--- src/rtl/dlx_fetch_pkg.sv ---
// Shared types for the DLX instruction fetch requester.
// FSM states and the prefetch FIFO entry format.
package dlx_fetch_pkg;

  localparam int WORD_SIZE    = 32;
  localparam int ADDRESS_SIZE = 16;

  typedef enum logic [2:0] {
    IDLE,
    REQ,
    WAIT,
    GAP,
    HOLD,
    ERR
  } fetch_state_t;

  typedef struct packed {
    logic [ADDRESS_SIZE-1:0] pc;
    logic [WORD_SIZE-1:0]    instr;
  } fetch_entry_t;

endpackage

--- src/rtl/fetch_fifo.sv ---
// Small synchronous prefetch FIFO of fetch_entry_t.
// Flush empties it in one edge; head is zero while empty.
module fetch_fifo
  import dlx_fetch_pkg::*;
#(
  parameter int DEPTH = 4
) (
  input  logic                     clk,
  input  logic                     rst,
  input  logic                     flush,
  input  logic                     push,
  input  fetch_entry_t             push_entry,
  input  logic                     pop,
  output fetch_entry_t             head,
  output logic                     empty,
  output logic [$clog2(DEPTH):0]   count
);

  localparam int AW = $clog2(DEPTH);

  logic [AW:0]  r_wr;
  logic [AW:0]  r_rd;
  fetch_entry_t r_mem [DEPTH];

  logic w_full;
  logic w_push;
  logic w_pop;

  assign count  = r_wr - r_rd;
  assign empty  = (r_wr == r_rd);
  assign w_full = (count == (AW+1)'(DEPTH));
  assign w_push = push && !w_full;
  assign w_pop  = pop && !empty;

  always_ff @(posedge clk) begin
    if (rst || flush) begin
      r_wr <= '0;
      r_rd <= '0;
    end else begin
      if (w_push) r_wr <= r_wr + (AW+1)'(1);
      if (w_pop)  r_rd <= r_rd + (AW+1)'(1);
    end
  end

  always_ff @(posedge clk) begin
    if (!rst && !flush && w_push)
      r_mem[r_wr[AW-1:0]] <= push_entry;
  end

  assign head = empty ? '0 : r_mem[r_rd[AW-1:0]];

endmodule

--- src/rtl/imem_fetch_requester.sv ---
// Instruction-memory read initiator: walks the PC, issues one
// read per word and queues returned words for the IF stage.
module imem_fetch_requester
  import dlx_fetch_pkg::*;
#(
  parameter int PC_INC     = 4,
  parameter int FIFO_DEPTH = 4,
  parameter int TIMEOUT    = 16
) (
  input  logic                    clk,
  input  logic                    rst,
  input  logic                    start,
  input  logic [ADDRESS_SIZE-1:0] boot_addr,
  input  logic                    redirect_valid,
  input  logic [ADDRESS_SIZE-1:0] redirect_addr,
  output logic                    mem_ENABLE,
  output logic [ADDRESS_SIZE-1:0] mem_ADDRESS,
  input  logic [WORD_SIZE-1:0]    mem_DATA,
  input  logic                    mem_DATA_READY,
  output logic                    instr_valid,
  input  logic                    instr_ready,
  output logic [WORD_SIZE-1:0]    instr_data,
  output logic [ADDRESS_SIZE-1:0] instr_pc,
  output logic                    fetch_err
);

  localparam int CW = $clog2(TIMEOUT);
  localparam int FW = $clog2(FIFO_DEPTH) + 1;

  fetch_state_t            r_state;
  fetch_state_t            w_next;
  logic [ADDRESS_SIZE-1:0] r_pc;
  logic [ADDRESS_SIZE-1:0] w_pc_next;
  logic [CW-1:0]           r_cnt;
  logic [CW-1:0]           w_cnt_next;
  logic                    r_err;
  logic                    w_err_next;

  logic         w_en;
  logic         w_push;
  logic         w_flush;
  logic         w_pop;
  logic         w_empty;
  logic         w_free;
  logic [FW-1:0] w_count;
  fetch_entry_t w_head;
  fetch_entry_t w_entry;

  assign w_free  = (w_count < FW'(FIFO_DEPTH));
  assign w_pop   = instr_valid && instr_ready;
  assign w_entry = '{pc: r_pc, instr: mem_DATA};

  always_comb begin
    w_next     = r_state;
    w_pc_next  = r_pc;
    w_cnt_next = r_cnt;
    w_err_next = r_err;
    w_en       = 1'b0;
    w_push     = 1'b0;
    w_flush    = 1'b0;
    unique case (r_state)
      IDLE: begin
        if (start) begin
          w_pc_next = boot_addr;
          w_next    = GAP;
        end
      end
      REQ: begin
        w_en       = 1'b1;
        w_cnt_next = '0;
        w_next     = WAIT;
      end
      WAIT: begin
        w_en = 1'b1;
        if (mem_DATA_READY) begin
          w_push    = 1'b1;
          w_pc_next = r_pc + ADDRESS_SIZE'(PC_INC);
          w_next    = GAP;
        end else begin
          w_cnt_next = r_cnt + CW'(1);
          if (r_cnt == CW'(TIMEOUT - 1)) begin
            w_err_next = 1'b1;
            w_next     = ERR;
          end
        end
      end
      GAP:  w_next = w_free ? REQ : HOLD;
      HOLD: if (w_free) w_next = REQ;
      ERR:  w_next = ERR;
      default: w_next = IDLE;
    endcase
    // Redirect aborts any outstanding read and drops its data.
    if (redirect_valid && r_state != IDLE) begin
      w_flush    = 1'b1;
      w_push     = 1'b0;
      w_pc_next  = redirect_addr;
      w_err_next = 1'b0;
      w_next     = GAP;
    end
  end

  always_ff @(posedge clk) begin
    if (rst) begin
      r_state <= IDLE;
      r_pc    <= '0;
      r_cnt   <= '0;
      r_err   <= 1'b0;
    end else begin
      r_state <= w_next;
      r_pc    <= w_pc_next;
      r_cnt   <= w_cnt_next;
      r_err   <= w_err_next;
    end
  end

  fetch_fifo #(
    .DEPTH (FIFO_DEPTH)
  ) u_fifo (
    .clk        (clk),
    .rst        (rst),
    .flush      (w_flush),
    .push       (w_push),
    .push_entry (w_entry),
    .pop        (w_pop),
    .head       (w_head),
    .empty      (w_empty),
    .count      (w_count)
  );

  assign mem_ENABLE  = w_en;
  assign mem_ADDRESS = r_pc;
  assign instr_valid = !w_empty;
  assign instr_data  = w_head.instr;
  assign instr_pc    = w_head.pc;
  assign fetch_err   = r_err;

endmodule

--- config.mk ---
export PLATFORM = sky130hd
export DESIGN_NAME = imem_fetch_requester
export DESIGN_NICKNAME = d
export VERILOG_FILES = /design/src/rtl/dlx_fetch_pkg.sv /design/src/rtl/fetch_fifo.sv /design/src/rtl/imem_fetch_requester.sv
export SDC_FILE = /design/constraint.sdc
export NUM_CORES = 1
export LEC_CHECK = 0
export CAP_MARGIN = 5
export CORE_MARGIN = 2
export CORE_UTILIZATION = 54
export DETAILED_ROUTE_END_ITERATION = 8
export PLACE_DENSITY_LB_ADDON = 0.15
export SYNTH_ARGS = -nofsm -noshare
export SYNTH_HDL_FRONTEND = slang
export SYNTH_SLANG_ARGS = --single-unit
export TNS_END_PERCENT = 10
--- constraint.sdc ---
create_clock -name clk -period 3.1 [get_ports clk]
set_input_delay 0.62 -clock clk [delete_from_list [all_inputs] [get_ports clk]]
set_output_delay 0.62 -clock clk [all_outputs]
set_load 0.02 [all_outputs]
==> results of run 1 <==
==> area by class of cell <==
class / count / area, sq um
clock buffer: 28 / 604
clock inverter: 12 / 143
fill: 1108 / 5130
inverter: 8 / 30.0
multi-input combinational: 315 / 2760
sequential: 224 / 6410
tap: 225 / 282
timing repair buffer: 157 / 1760
==> cells by family (layout without fill, tap and decap cells) <==
| logic type | after synthesis | count (layout) | synth area share, % |
|---|---|---|---|
| flops | 224 | 224 | 68.5 |
| simple gates | 167 | 167 | 9.53 |
| compound gates | 72 | 72 | 5.39 |
| mux | 51 | 51 | 11.9 |
| buf+inv | 40 | 205 | 2.01 |
| xor+xnor | 16 | 16 | 1.50 |
| fa+ha+maj | 9 | 9 | 1.20 |
==> per-stage QoR <==
step | setup WS (ns) | power [mW] | hold slack [ns]
2_1_floorplan | 0.464 | 4.08 | 0.462
3_3_place_gp | 0.466 | 4.49 | 0.476
3_5_place_dp | 0.447 | 4.52 | 0.491
4_1_cts | 0.000752 | 7.19 | 0.503
5_1_grt | 0.00407 | 7.38 | 0.517
6_report | 0.108 | 7.14 | 0.499
==> worst max-delay path, delay by kind of cell, from the launching register on <==
family,cells,cell delay (ns)
buffers and inverters,1,0.65
AOI/OAI and AO/OA,1,0.27
DFF,1,0.75
and+or+nand+nor,1,0.21
==> where the power goes <==
part           total [mW]  switching (mW)  leakage (nW)  internal, mW
clock                2.69            1.05         0.353          1.63
sequential           3.52           0.140          2.00          3.38
combinational       0.930           0.483          2.36         0.446
total                7.14            1.68          4.72          5.46
==> repair_timing <==
| action | CTS | global route |
|---|---|---|
| pin swaps | 0 | 0 |
| gates cloned | 0 | 0 |
| hold endpoints to repair | 0 | 0 |
| setup endpoints to repair | 40 | 45 |
| hold buffers | 0 | 0 |
| resized for setup | 7 | 45 |
==> metal layers <==
| metal | global-route usage, % | vias to the layer above | share of wire [%] |
|---|---|---|---|
| met3 | 3.25 | 32 | 5.7 |
| met2 | 34.7 | 197 | 49 |
| li1 | - | 2549 | - |
| met1 | 28.6 | 2777 | 44 |
| met4 | 5.61 | 0 | 1.8 |
| met5 | 0 | - | 0 |
==> path summary, 6_finish.rpt <==
check             slack (ns)           start                  end
setup / recovery        0.11      r_state[0]           mem_ENABLE
hold / removal          0.50  u_fifo.r_rd[1]             register
setup reg to reg        0.56  u_fifo.r_rd[1]  u_fifo.r_mem[0][32]
hold reg to reg         0.50  u_fifo.r_rd[1]             register
==> registers in the layout, summed over array words and instances (netlist names), named ones only <==
name	flops
u_fifo.r_mem	192
mem_ADDRESS	16
r_cnt	4
r_state	3
u_fifo.r_rd	3
u_fifo.r_wr	3
fetch_err	1
==> cell usage in the layout (no fill, tap or decap), drive strengths merged, types with 10 or more instances in the layout <==
master | netlist | routed
nor2 | 41 | 41
nand2 | 25 | 25
and2 | 49 | 49
clkdlybuf4s50 | 0 | 88
dfxtp | 32 | 32
dlymetal6s2s | 0 | 45
mux4 | 48 | 48
xor2 | 10 | 10
nand3 | 19 | 19
buf | 22 | 21
clkbuf | 10 | 28
edfxtp | 192 | 192
a21oi | 21 | 21
==> metrics.csv, run 1 <==
stage;metric;value;unit
logic_synthesis;post-synthesis sequential area ratio;68.5;%
logic_synthesis;synth top area cells;edfxtp_1 62%, mux4_2 12%, dfxtp_1 6.8%;
sta;Worst-Margin Slew;0.940;ns
logic_synthesis;number of synthesized flops with an enable pin;192;
logic_synthesis;ys async rst share;0;%
sta;setup_tns;0;ns
logic_synthesis;prevailing post-synth register cell;edfxtp_1;
power;pwr dens;595;mW/mm^2
cts;setup bufs post-CTS;0;
routing;initial drt markers;426;
place;placer congestion estimate;0.895;
sta;Rel. slew slack;36.9;%
routing;via count;5555;
sta;final setup violation count;0;
min_path;Hold Crit Class;reg -> reg;
die;die height;136;um
place;Detailed Place HPWL;12200;um
cts;clk root buf;clkbuf_16;
grt;remaining global-route overflow;0;
cts;worst skew pair latency;0.49;ns
cts;Worst-path clk slew;0.06;ns
cts;CTS buffer count;22;
final_layout;Final Util;70.0;%
routing;final wirelength;19100;um
grt;initial antenna violation count;0;
final_layout;fin area;0.0120;sq mm
logic_synthesis;syn avg cell area;16.2;sq um
final_layout;final net count;807;
grt;Global Route Usage Sum;20.7;%
logic_synthesis;biggest area consumer among synthesized cells;edfxtp_1;
critical_path;CP startpoint kind;register;
min_path;Worst Hold Depth;2;
critical_path;worst-case reg-to-reg path depth;7;
final_layout;layout cells sized above 1;16.3;%
sta;Final Hold Vio Count;0;
die;Die X-Extent;136;um
grt;first-pass GRT wire length;29500;um
cts;H-tree depth;1;
sta;Final min period;2.99;ns
routing;Routed Antenna Nets;0;
logic_synthesis;top-area cell type share of the netlist area;61.6;%
logic_synthesis;Cell variety after synth;52;
critical_path;Crit path required time;2.48;ns
logic_synthesis;Mapped Nets;658;
sta;setup repair after global routing missed its margin;no;
grt;largest net degree at the start of global routing;49;
critical_path;critical path peak fanout;17;
place;dpl cells;929;
critical_path;slowest CP cell;dfxtp_1;
critical_path;crit-path cells;nand2b_1 > a21oi_1 > clkdlybuf4s50_1;
critical_path;max incr delay on CP;0.75;ns
die;DIE AREA;0.0184;sq mm
cts;clock buffer depth;3;
routing;Vias per Instance;5.73;
logic_synthesis;Syn Std Cell Area;0.00935;sq mm
sta;Final Cycle Share;96.5;%
sta;fmax;334;MHz
sta;fin. max-slew vios;0;
sta;clk_skew;0.0134;ns
power;Leakage;4.72;nW
critical_path;crit end category;output port;
die;Starting Density;54.6;%
logic_synthesis;Mapped Cells;579;
final_layout;Area Overhead vs Synth;28.2;%
place;Placement Cell Area;0.0111;sq mm
logic_synthesis;Synth top cells by count;192 x edfxtp_1, 48 x and2_1, 48 x mux4_2;
place;IO Port Bufs;136;
die;# IOs;137;
logic_synthesis;FF+latch count, synth;224;
die;Site Rows;48;
cts;CTS Sinks;224;
critical_path;CP Class;reg -> out;
logic_synthesis;cell with the most instances after synthesis;edfxtp_1;
routing;Remaining DRCs;0;
flow_run;Max-Cap Viols;0;
grt;vias in the first global route;5712;
power;VDD IR max;0.312;mV
final_layout;final std cells w/o fill;969;
die;Core Area;0.0171;sq mm
routing;wire per inst;19.7;um
final_layout;antenna cell count;0;
cts;CTS tree;yes;
logic_synthesis;Synthesis Warnings;0;
routing;Pre-antenna DRT Iters;4;
outcome;status;finished, final reports clean;
critical_path;crit path DAT;2.37;ns
Note: power is estimated with default switching activity, not from simulation.
==> run 2, diff against run 1 <==
- SLEW_MARGIN: default -> 15
==> results of run 2 <==
Final layout, timing and power as in run 1 (identical DEF).
==> run 3, diff against run 2 <==
- CORE_UTILIZATION: 54 -> 30
==> metrics.csv, run 3 (same netlist as run 1, synthesis figures left out) <==
stage;metric;value;unit;change
routing;Vias per Instance;4.81;;-16%
outcome;status;finished, final reports clean;;
die;Core Area;0.0307;sq mm;+79%
critical_path;crit end category;output port;;
critical_path;CP startpoint kind;register;;
final_layout;antenna cell count;0;;unchanged
sta;Final min period;2.98;ns;-0.0165 ns
critical_path;CP delay by family, top;buffers and inverters;;
cts;Worst-path clk slew;0.06;ns;about the same
critical_path;Crit path required time;2.48;ns;about the same
die;DIE AREA;0.0326;sq mm;+77%
power;Leakage;4.10;nW;-13%
routing;final wirelength;22400;um;+17%
place;pre-CTS WS;0.382;ns;-0.0644 ns
final_layout;# fillers;2882;;+160%
final_layout;Area Overhead vs Synth;28.3;%;about the same
sta;final setup violation count;0;;unchanged
final_layout;layout cells sized above 1;15.4;%;-0.83 points
critical_path;CP Class;reg -> out;;
sta;Worst-Margin Slew;0.935;ns;-0.00560 ns
sta;clk_skew;0.00845;ns;-0.00493 ns
routing;wire per inst;19.6;um;-0.46%
final_layout;Largest register FFs;192;;unchanged
die;# IOs;137;;unchanged
grt;remaining global-route overflow;0;;unchanged
power;pwr dens;600;mW/mm^2;+0.79%
die;die height;181;um;+33%
cts;worst skew pair latency;0.51;ns;+0.02 ns
final_layout;fin area;0.0120;sq mm;about the same
cts;CTS buffer count;25;;+14%
routing;Routed Antenna Nets;0;;unchanged
sta;Rel. slew slack;37.3;%;+0.38 points
min_path;Worst Hold Depth;1;;-1
final_layout;Final Util;39.1;%;-31 points
sta;final worst slack;0.124;ns;+0.0165 ns
cts;CTS tree;yes;;
power;sw power;1.75;mW;+4.1%
power;Comb power frac;13.0;%;about the same
power;Switching Share;24.3;%;+0.74 points
grt;vias in the first global route;5886;;+3.0%
routing;via count;5483;;-1.3%
power;cell internal pwr;5.45;mW;-0.12%
final_layout;commonest non-fill, non-tap cell in the layout;edfxtp_1;;
critical_path;slowest CP cell;clkdlybuf4s50_1;;
final_layout;most frequent cells in the layout;192 x edfxtp_1, 88 x clkdlybuf4s50_1, 48 x mux4_2, 48 x and2_1, 48 x dlygate4sd2_1;;
place;IO Port Bufs;136;;unchanged
power;Sequential Power Share;48.9;%;-0.4 points
power;VDD IR max;0.311;mV;-0.35%
place;Detailed Place HPWL;14000;um;+15%
cts;clock buffer depth;3;;unchanged
critical_path;crit-path cells;inv_1 > ha_1 > nand3_2 > buf_12 > clkdlybuf4s50_1;;
die;Starting Density;30.5;%;-24 points
sta;Fin Hold WS;0.472;ns;-0.0266 ns
routing;Remaining DRCs;0;;unchanged
grt;initial antenna violation count;0;;unchanged
place;Placement Cell Area;0.0113;sq mm;+1.6%
sta;Final Cycle Share;96.0;%;-0.53 points
grt;Global Route Usage Sum;13.7;%;-7.0 points
sta;fmax;336;MHz;+0.56%
power;Clk pwr share;38.1;%;+0.5 points
routing;Pre-antenna DRT Iters;5;;+1
sta;setup repair after global routing missed its margin;no;;
grt;largest net degree at the start of global routing;53;;+8.2%
flow_run;Max-Cap Viols;0;;unchanged
cts;Resized cells post-CTS;49;;+42
cts;setup bufs post-CTS;0;;unchanged
die;Site Rows;64;;+33%
sta;Final Hold Vio Count;0;;unchanged
cts;CTS Sinks;224;;unchanged
die;Die X-Extent;181;um;+33%
min_path;Hold Crit Class;reg -> reg;;
cts;Hold Buf Count CTS;0;;unchanged
cts;H-tree depth;1;;unchanged
routing;initial drt markers;284;;-33%
critical_path;worst-case reg-to-reg path depth;7;;unchanged
critical_path;crit path DAT;2.36;ns;about the same
sta;fin. max-slew vios;0;;unchanged
critical_path;stages on the worst setup path;5;;+2
place;placer congestion estimate;0.766;;-14%
critical_path;critical path peak fanout;52;;+35
critical_path;WP buf/inv;3;;+2
grt;first-pass GRT wire length;34600;um;+17%
final_layout;final net count;807;;unchanged
cts;clk root buf;clkbuf_16;;
sta;setup_tns;0;ns;unchanged
critical_path;max incr delay on CP;0.65;ns;-0.10 ns
## run 3: cell types whose count changed in the layout (fill, tap and decap cells not counted)
| cell | before | now |
|---|---|---|
| buf_12 | 9 | 8 |
| buf_6 | 2 | 1 |
| buf_8 | 1 | 0 |
| bufinv_16 | 3 | 2 |
| clkbuf_1 | 4 | 7 |
| clkbuf_16 | 23 | 25 |
| clkbuf_8 | 1 | 0 |
| clkinv_1 | 2 | 6 |
| clkinvlp_4 | 4 | 1 |
| dlygate4sd2_1 | 3 | 48 |
| dlymetal6s2s_1 | 45 | 0 |
## run 3: area by class of cell
type	count	area (sq um)	share of cell area, %
clock inverters	12	105	0.876
multi-input cells	315	2760	23.0
repair buffers	154	1540	12.8
inverters	8	30.0	0.250
clock buffers	32	652	5.43
flip-flops and latches	224	6410	53.4
well taps	396	495	4.13
## run 3: worst register-to-register path: stages (launching register included)
cell	delay, ns
dfxtp_1	0.35
inv_1	0.07
ha_1	0.36
nor2b_1	0.17
or3_4	0.34
a41oi_4	0.34
and3_2	0.26
buf_12	0.28
## run 3: per-stage QoR
stage	cells	total power [mW]
after detailed placement	1097	4.57
after CTS	1141	7.32
after global routing	1141	7.52
final	1141	7.20
after floorplan	579	4.08
after global placement	1097	4.55
## run 3: final timing paths
| check | from | endpoint | slack, ns |
|---|---|---|---|
| worst max register to register | u_fifo.r_rd[1] | u_fifo.r_mem[2][27] | 0.53 |
| worst min-delay path | fetch_err | fetch_err | 0.47 |
| worst min register to register | fetch_err | fetch_err | 0.47 |
| worst max-delay path | u_fifo.r_wr[0] | instr_valid | 0.12 |
## run 3: power groups by stage
stage	sequential (mW)	clock, mW	combinational [mW]
2_1_floorplan	3.56	0	0.519
3_3_place_gp	3.57	0	0.973
3_5_place_dp	3.58	0	0.985
4_1_cts	3.52	2.84	0.955
5_1_grt	3.54	2.96	1.02
6_report	3.52	2.74	0.937
## run 3: metal layers
layer	part of all wire [%]	vias up	wire length [um]	GRT usage, %
met5	0	-	0	0
li1	-	2541	-	-
met1	44	2754	9780	17.9
met2	50	160	11200	24.3
met3	4.6	28	1030	1.84
met4	1.6	0	348	3.35
